File: src/rtl/reg_file_sb_if.sv
// Bus between decode/issue/writeback and the integer register file:
// read ports, writeback, destination reservation, flush and busy count.
interface reg_file_sb_if #(
  parameter int unsigned XLEN = 64,
  parameter int unsigned AW   = 5,
  parameter int unsigned NRD  = 2
);
  logic [NRD*AW-1:0]   rd_addr;
  logic [NRD*XLEN-1:0] rd_data;
  logic [NRD-1:0]      rd_busy;
  logic                wb_en;
  logic [AW-1:0]       wb_addr;
  logic [XLEN-1:0]     wb_data;
  logic                rsv_en;
  logic [AW-1:0]       rsv_addr;
  logic                flush;
  logic [AW:0]         busy_cnt;

  modport master (
    output rd_addr, wb_en, wb_addr, wb_data, rsv_en, rsv_addr, flush,
    input  rd_data, rd_busy, busy_cnt
  );

  modport slave (
    input  rd_addr, wb_en, wb_addr, wb_data, rsv_en, rsv_addr, flush,
    output rd_data, rd_busy, busy_cnt
  );
endinterface

File: src/rtl/reg_file_sb.sv
// Integer register file with write-to-read bypass, hard-wired x0 and a per-register
// busy scoreboard (reserve at decode, release at writeback, clear on flush).
module reg_file_sb #(
  parameter int unsigned XLEN = 64,
  parameter int unsigned NREG = 32,
  parameter int unsigned AW   = 5,
  parameter int unsigned NRD  = 2
) (
  input  logic         clk,
  input  logic         rst,
  reg_file_sb_if.slave bus
);
  logic [NREG-1:0][XLEN-1:0] regs_q;
  logic [NREG-1:0]           busy_q;
  logic [AW-1:0]             ra [NRD];
  logic [AW:0]               cnt;

  always_ff @(posedge clk or negedge rst) begin
    if (!rst) begin
      regs_q <= '0;
      busy_q <= '0;
    end else begin
      // A flush does not suppress the data write.
      if (bus.wb_en && (bus.wb_addr != '0)) begin
        regs_q[bus.wb_addr] <= bus.wb_data;
      end
      busy_q[0] <= 1'b0;
      for (int unsigned i = 1; i < NREG; i++) begin
        if (bus.flush) begin
          busy_q[i] <= 1'b0;
        end else if (bus.rsv_en && (bus.rsv_addr == AW'(i))) begin
          busy_q[i] <= 1'b1;
        end else if (bus.wb_en && (bus.wb_addr == AW'(i))) begin
          busy_q[i] <= 1'b0;
        end
      end
    end
  end

  always_comb begin
    for (int unsigned k = 0; k < NRD; k++) begin
      ra[k] = bus.rd_addr[k*AW +: AW];
    end
  end

  // Outputs are forced to zero while reset is held so the bypass path cannot leak.
  always_comb begin
    bus.rd_data = '0;
    bus.rd_busy = '0;
    for (int unsigned k = 0; k < NRD; k++) begin
      if (rst && (ra[k] != '0)) begin
        if (bus.wb_en && (bus.wb_addr == ra[k])) begin
          bus.rd_data[k*XLEN +: XLEN] = bus.wb_data;
          bus.rd_busy[k]              = bus.rsv_en && (bus.rsv_addr == ra[k]);
        end else begin
          bus.rd_data[k*XLEN +: XLEN] = regs_q[ra[k]];
          bus.rd_busy[k]              = busy_q[ra[k]];
        end
      end
    end
  end

  always_comb begin
    cnt = '0;
    for (int unsigned i = 0; i < NREG; i++) begin
      cnt = cnt + (AW+1)'(busy_q[i]);
    end
  end

  assign bus.busy_cnt = cnt;
endmodule
File: src/flat_wrapper.sv
// flat-port wrapper written by rule: the top's interface ports become plain ports
module reg_file_sb_flat 
#(
  parameter int unsigned XLEN = 64,
  parameter int unsigned NREG = 32,
  parameter int unsigned AW   = 5,
  parameter int unsigned NRD  = 2
)
  (clk, rst, bus_rd_addr, bus_wb_en, bus_wb_addr, bus_wb_data, bus_rsv_en, bus_rsv_addr, bus_flush, bus_rd_data, bus_rd_busy, bus_busy_cnt);
  reg_file_sb_if #(.XLEN(XLEN), .AW(AW), .NRD(NRD)) bus_i ();
  input  logic clk;
  input  logic rst;
  input wire logic [$bits(bus_i.rd_addr)-1:0] bus_rd_addr;
  input wire logic [$bits(bus_i.wb_en)-1:0] bus_wb_en;
  input wire logic [$bits(bus_i.wb_addr)-1:0] bus_wb_addr;
  input wire logic [$bits(bus_i.wb_data)-1:0] bus_wb_data;
  input wire logic [$bits(bus_i.rsv_en)-1:0] bus_rsv_en;
  input wire logic [$bits(bus_i.rsv_addr)-1:0] bus_rsv_addr;
  input wire logic [$bits(bus_i.flush)-1:0] bus_flush;
  output wire logic [$bits(bus_i.rd_data)-1:0] bus_rd_data;
  output wire logic [$bits(bus_i.rd_busy)-1:0] bus_rd_busy;
  output wire logic [$bits(bus_i.busy_cnt)-1:0] bus_busy_cnt;
  assign bus_i.rd_addr = bus_rd_addr;
  assign bus_i.wb_en = bus_wb_en;
  assign bus_i.wb_addr = bus_wb_addr;
  assign bus_i.wb_data = bus_wb_data;
  assign bus_i.rsv_en = bus_rsv_en;
  assign bus_i.rsv_addr = bus_rsv_addr;
  assign bus_i.flush = bus_flush;
  assign bus_rd_data = bus_i.rd_data;
  assign bus_rd_busy = bus_i.rd_busy;
  assign bus_busy_cnt = bus_i.busy_cnt;
  reg_file_sb #(.XLEN(XLEN), .NREG(NREG), .AW(AW), .NRD(NRD)) u_core (.clk(clk), .rst(rst), .bus(bus_i));
endmodule
File: config.mk
export PLATFORM = sky130hd
export DESIGN_NAME = reg_file_sb_flat
export DESIGN_NICKNAME = d
export VERILOG_FILES = /design/src/rtl/reg_file_sb_if.sv /design/src/rtl/reg_file_sb.sv /design/src/flat_wrapper.sv
export SDC_FILE = /design/constraint.sdc
export NUM_CORES = 2
export LEC_CHECK = 0
export ABC_AREA = 0
export CORE_MARGIN = 4
export CORE_UTILIZATION = 50
export CTS_BUF_LIST = sky130_fd_sc_hd__clkbuf_4
export CTS_CLUSTER_DIAMETER = 100
export DETAILED_ROUTE_END_ITERATION = 12
export PLACE_DENSITY = 0.65
export SYNTH_ARGS = -nofsm -noshare
export SYNTH_HDL_FRONTEND = slang
export SYNTH_SLANG_ARGS = --single-unit
File: constraint.sdc
create_clock -name clk -period 7.15 [get_ports clk]
set_input_delay 0.715 -clock clk [delete_from_list [all_inputs] [get_ports clk]]
set_output_delay 0.715 -clock clk [all_outputs]
set_load 0.01 [all_outputs]
== Word level (Yosys, flattened, before mapping) ==
Index checks and enable logic that the tools add are counted.
Storage, ports and cells
  flip-flop bits (word level): 2079
  word-level logic and storage cells: 379
  bits of input ports: 89
  output and inout bits: 136
Cells by class
  eq/ne operators: 66
  order comparisons: 4
  mux-type cells: 112
  reductions and logical operators: 104
  add/subtract/negate cells: 30
Operators by type and width (count)
  2048-bit bitwise mux: 1
  64-bit binary-select mux with 5-bit select: 2
  64-bit two-way mux: 7
  64-bit demux with 5-bit select: 1
  6-bit by 1-bit adder with 6-bit output: 29
  5-bit == test, second input constant: 32
  1-bit two-way mux: 99
  3-bit nonzero test: 31
  5-bit by 4-bit == test with 1-bit output, second input constant: 16
  1-bit logical AND: 70
  5-bit by 3-bit == test with 1-bit output, second input constant: 8
  5-bit by 2-bit == test with 1-bit output, second input constant: 4
  5-bit == test: 4
  5-bit by 6-bit < comparator with 1-bit output, second input constant: 3
  5-bit nonzero test: 3
  1-bit binary-select mux with 5-bit select: 2
  5-bit by 1-bit == test with 1-bit output, second input constant: 2
  5-bit by 1-bit >= comparator with 1-bit output, second input constant: 1
  1-bit by 1-bit adder with 2-bit output: 1

== Depth between registers and ports, before layout ==
  depth after elaboration: 30
  depth in mapped cells: 17
  depth with buffers taken out: 17

== Least setup slack after synthesis ==
No wires, ideal clock.
  path type: register -> output
  start: reg u_core.busy_q[1]
  end: out bus_busy_cnt[4]
  cell stages (with the launch flop): 17
  data required time: 6435 ps
  path slack: 1862 ps
  path buffers: 0
  arrival time: 4573 ps
  cells stage by stage: dfrtp_1 > ha_1 > inv_1 > fa_1 > fa_1 > fa_1 > fa_1 > fa_1 > fa_1 > inv_1 > ha_1 > inv_1 > fa_1 > inv_1 > a21o_1 > a21oi_1 > xnor2_1
On the way
  cells in the longest elaborated chain, start to end: 30
RTL lines
  from (decl): RTL line reg_file_sb.sv:14  | logic [NREG-1:0] busy_q;
  from (signal assigned): RTL line reg_file_sb.sv:21  | busy_q <= '0;
  from (signal, indexed assignment): RTL line reg_file_sb.sv:30  | busy_q[i] <= 1'b0;
  from (signal, indexed assignment): RTL line reg_file_sb.sv:32  | busy_q[i] <= 1'b1;
  1-bit by 1-bit adder with 2-bit output: RTL line reg_file_sb.sv:66  | cnt = cnt + (AW+1)'(busy_q[i]);
  6-bit by 1-bit adder with 6-bit output (29 in a row): RTL line reg_file_sb.sv:66
  to (decl): RTL line flat_wrapper.sv:22  | output wire logic [$bits(bus_i.busy_cnt)-1:0] bus_busy_cnt;
Every way passes these cells.

== Worst setup path after layout ==
  start: reg u_core.busy_q[1]
  end: out bus_busy_cnt[2]
The elaborated chain is that of the path after synthesis.

==> results.json <==
{
  "placed_area_um2": 116000,
  "fmax_ghz": 0.144,
  "vias": 69900,
  "nNetsFinal": 7372,
  "drive_above_1_share_pct": 57.1,
  "report.final.slew_viol_count": 0,
  "async_flop_share_pct": 100,
  "synth-compound-area-share_pct": 2.03,
  "hold_end": "u_core.regs_q[351]$_DFFE_PN0P_",
  "min_from": "bus_wb_data[31]",
  "worstHoldPathCells": 3,
  "r2r-end": "u_core.busy_q[2]$_DFFE_PN0P_",
  "start_kind": "flop",
  "muxShareOfSynthArea_pct": 45.9,
  "avgViaCountPerCell": 6.58,
  "max-vdd-ir-drop_mv": 0.160,
  "ys_seq_area_share_pct": 46.6,
  "arrival_ps": 6220,
  "synth_top_family_by_area": "multiplexers",
  "crit_type": "reg2out",
  "wl_um": 337000,
  "gp_congestion": 0.824,
  "clock_sinks": 2079,
  "first_pass_iters": 8,
  "post-route-cell-area_um2": 123000,
  "grt_pass1_vias": 75000,
  "hold_viol_final": 0,
  "syn_nets": 7209,
  "place_ws_ps": 1160,
  "synth_edf_count": 0,
  "yosys.area_share.adder_pct": 0.513,
  "setup_violations": 0,
  "antenna_found_initial": 16,
  "crit_slowest_cell": "fa_1",
  "ff2ff_path_depth": 4,
  "synth-seq-cells": 2079,
  "crit_top_cell": "fa_1",
  "crit_required_ps": 6430,
  "crit_path_end_kind": "primary output",
  "syn_avg_cell_area_um2": 15.8,
  "final.setup.worst_slack_ps": 216,
  "clk_latency_ps": 1400,
  "dieHeight_um": 481,
  "outcome": "complete, no violations",
  "worstReg2RegStart": "u_core.busy_q[2]$_DFFE_PN0P_",
  "synthSimpleGateAreaFrac_pct": 1.34,
  "cap_violations": 0,
  "crit_chain": "ha_4, inv_2, fa_1, fa_1, fa_1, fa_1, fa_1, fa_2, inv_2, ha_4, inv_2, fa_2, buf_4, xnor2_1, clkdlybuf4s15_1",
  "cts.clk_slew.worst_paths_ps": 70,
  "pin_count": 225,
  "r2r_slack_ps": 6090,
  "row_count": 173,
  "drc": 0,
  "cts_tree": "done",
  "ys_warn_count": 0,
  "placement.io_buffers": 224,
  "synth-xor-area-share_pct": 0.180,
  "die_x_um": 481,
  "hp-class": "in2reg",
  "relSlewSlack_pct": 14.1,
  "p_per_area_nw_per_um2": 270,
  "clk_path_buf_depth": 4,
  "synth_area_um2": 112000,
  "syn2layout_area_growth_pct": 10.4,
  "detailed_place_hpwl_um": 185000,
  "synth_cell_type_count": 57,
  "grt_util_all_layers_pct": 29.4,
  "grt-ovfl-total": 0,
  "htreeDepth": 6,
  "core_area_um2": 222000,
  "dieArea_um2": 231000,
  "initial_core_util_pct": 50.2,
  "cts_root_buf": "clkbuf_4",
  "cp_slowest_stage_delay_ps": 570,
  "tightest_slew_ps": 1280,
  "synth_flop_cell": "dfrtp_1",
  "cts_buffers": 587,
  "syn_inst": 7088,
  "period_share_pct": 97.0,
  "fin_skew_ps": 0,
  "rsz0062_at_grt": "yes",
  "p_leak_uw": 0.0528,
  "antenna_left": 0,
  "crit_fanout": 3,
  "grt_first_pass_wirelength_um": 503000,
  "period_minus_slack_ps": 6930,
  "wl_per_cell_um": 31.8,
  "first_iter_violations": 5946,
  "grt_max_degree": 179,
  "holdWs_ps": 274
}
Yosys cell counts, drive strengths merged, types with 2 or more instances:
master	instances	area, um2
a211oi	5	37.5
a21o	5	37.5
a21oi	15	75.1
a221oi	16	146
a22oi	13	97.6
a2bb2oi	4	35.0
a31oi	3	18.8
and2	3	18.8
and3	4	25.0
buf	371	1900
clkbuf	473	1780
dfrtp	2079	52000
fa	23	460
ha	9	113
inv	54	203
mux2	2112	23800
mux2i	44	440
mux4	1201	27000
nand2	114	428
nand2b	10	62.6
nand3	6	30.0
nand4	10	62.6
nor2	164	616
nor2b	21	131
nor3	7	35.0
nor3b	2	15.0
nor4	4	25.0
o2111ai	2	17.5
o211ai	2	15.0
o21a	2	15.0
o21ai	142	711
o221ai	63	552
o22ai	65	407
o31ai	2	15.0
or2	3	18.8
or4	2	15.0
xnor2	11	96.3
xor2	12	105
cells in the final DEF, fill, tap and decap left out, types with 11 or more instances in the layout:
| master | count |
|---|---|
| mux2_2 | 2014 |
| diode_2 | 20 |
| a21oi_1 | 13 |
| dfrtp_1 | 2079 |
| inv_2 | 16 |
| mux2i_1 | 44 |
| nor2b_1 | 21 |
| fa_1 | 21 |
| clkinv_2 | 14 |
| nand2_1 | 104 |
| o21ai_1 | 66 |
| buf_4 | 155 |
| o22ai_1 | 65 |
| xor2_1 | 12 |
| o221ai_1 | 63 |
| o21ai_0 | 74 |
| inv_1 | 49 |
| a22oi_1 | 13 |
| xnor2_1 | 11 |
| clkbuf_4 | 852 |
| clkdlybuf4s50_1 | 209 |
| a221oi_1 | 15 |
| mux2_1 | 98 |
| buf_12 | 35 |
| mux4_2 | 1201 |
| nor2_1 | 155 |
| clkinv_1 | 82 |
metrics by stage:
step / total power, uW / utilization [%] / std cells / TNS, ps
2_1_floorplan: 20600 / - / 7088 / 0
3_3_place_gp: 22400 / 52.2 / 9628 / 0
3_5_place_dp: 22700 / 52.2 / 9628 / 0
4_1_cts: 33600 / 55.4 / 10600 / -109
5_1_grt: 35000 / 55.5 / 10600 / -134
6_report: 33300 / 55.5 / 10600 / 0
power breakdown:
group / leakage, uW / switching [uW] / internal, uW
sequential: 0.0267 / 1550 / 14000
clock: 0.00424 / 5120 / 5630
combinational: 0.0218 / 2630 / 4430
worst max-delay path: cells and delay by family (launching register included):
kind | cells | cell delay, ps
buffers and inverters | 5 | 530
DFF | 1 | 430
adders and majority gates | 9 | 3730
xor gates and xnor gates | 1 | 120
layout make-up:
class / instances / area (um2)
multi-input combinational: 4111 / 56100
fill: 18000 / 99000
antenna: 20 / 50.0
sequential: 2079 / 52000
inverter: 54 / 210
tap: 2975 / 3720
timing repair buffer: 418 / 4200
clock inverter: 114 / 603
clock buffer: 852 / 6400
worst max path at each step:
stage	depth (start not counted)	start	end
final	15	u_core.busy_q[1]$_DFFE_PN0P_	bus_busy_cnt[2]
after global routing	15	u_core.busy_q[1]$_DFFE_PN0P_	bus_busy_cnt[2]
after CTS	15	u_core.busy_q[1]$_DFFE_PN0P_	bus_busy_cnt[5]
after detailed placement	17	u_core.busy_q[2]$_DFFE_PN0P_	bus_busy_cnt[4]
after global placement	17	u_core.busy_q[1]$_DFFE_PN0P_	bus_busy_cnt[4]
after floorplan	16	u_core.busy_q[1]$_DFFE_PN0P_	bus_busy_cnt[4]
metal layers:
| layer | global-route usage (%) | wire length (um) |
|---|---|---|
| met1 | 39.7 | 136000 |
| met2 | 47.5 | 165000 |
| met3 | 5.88 | 23700 |
| met4 | 11.5 | 13000 |
| met5 | 0 | 39 |
cells by family (layout without fill, tap and decap cells):
group,count (synthesis),count (layout)
AND/OR/NAND/NOR,351,351
multiplexers,3357,3357
flip-flops,2079,2079
other,0,20
buffers and inverters,898,1438
adder cells (fa/ha/maj),32,32
XOR/XNOR,23,23
AO/OA/AOI/OAI,348,348
sequential cells by signal (all words and copies together) (netlist names):
| name | flops |
|---|---|
| u_core.regs_q | 2048 |
| u_core.busy_q | 31 |
timing repair:
action | 4_1_cts | 5_1_grt
hold buffers | 4 | 0
buffers inserted | 1 | 4
pin swaps | 0 | 10
setup endpoints to repair | 5 | 2
hold endpoints to repair | 450 | 0
resized for setup | 8 | 14
No activity file was read; power rests on OpenSTA's default activity.
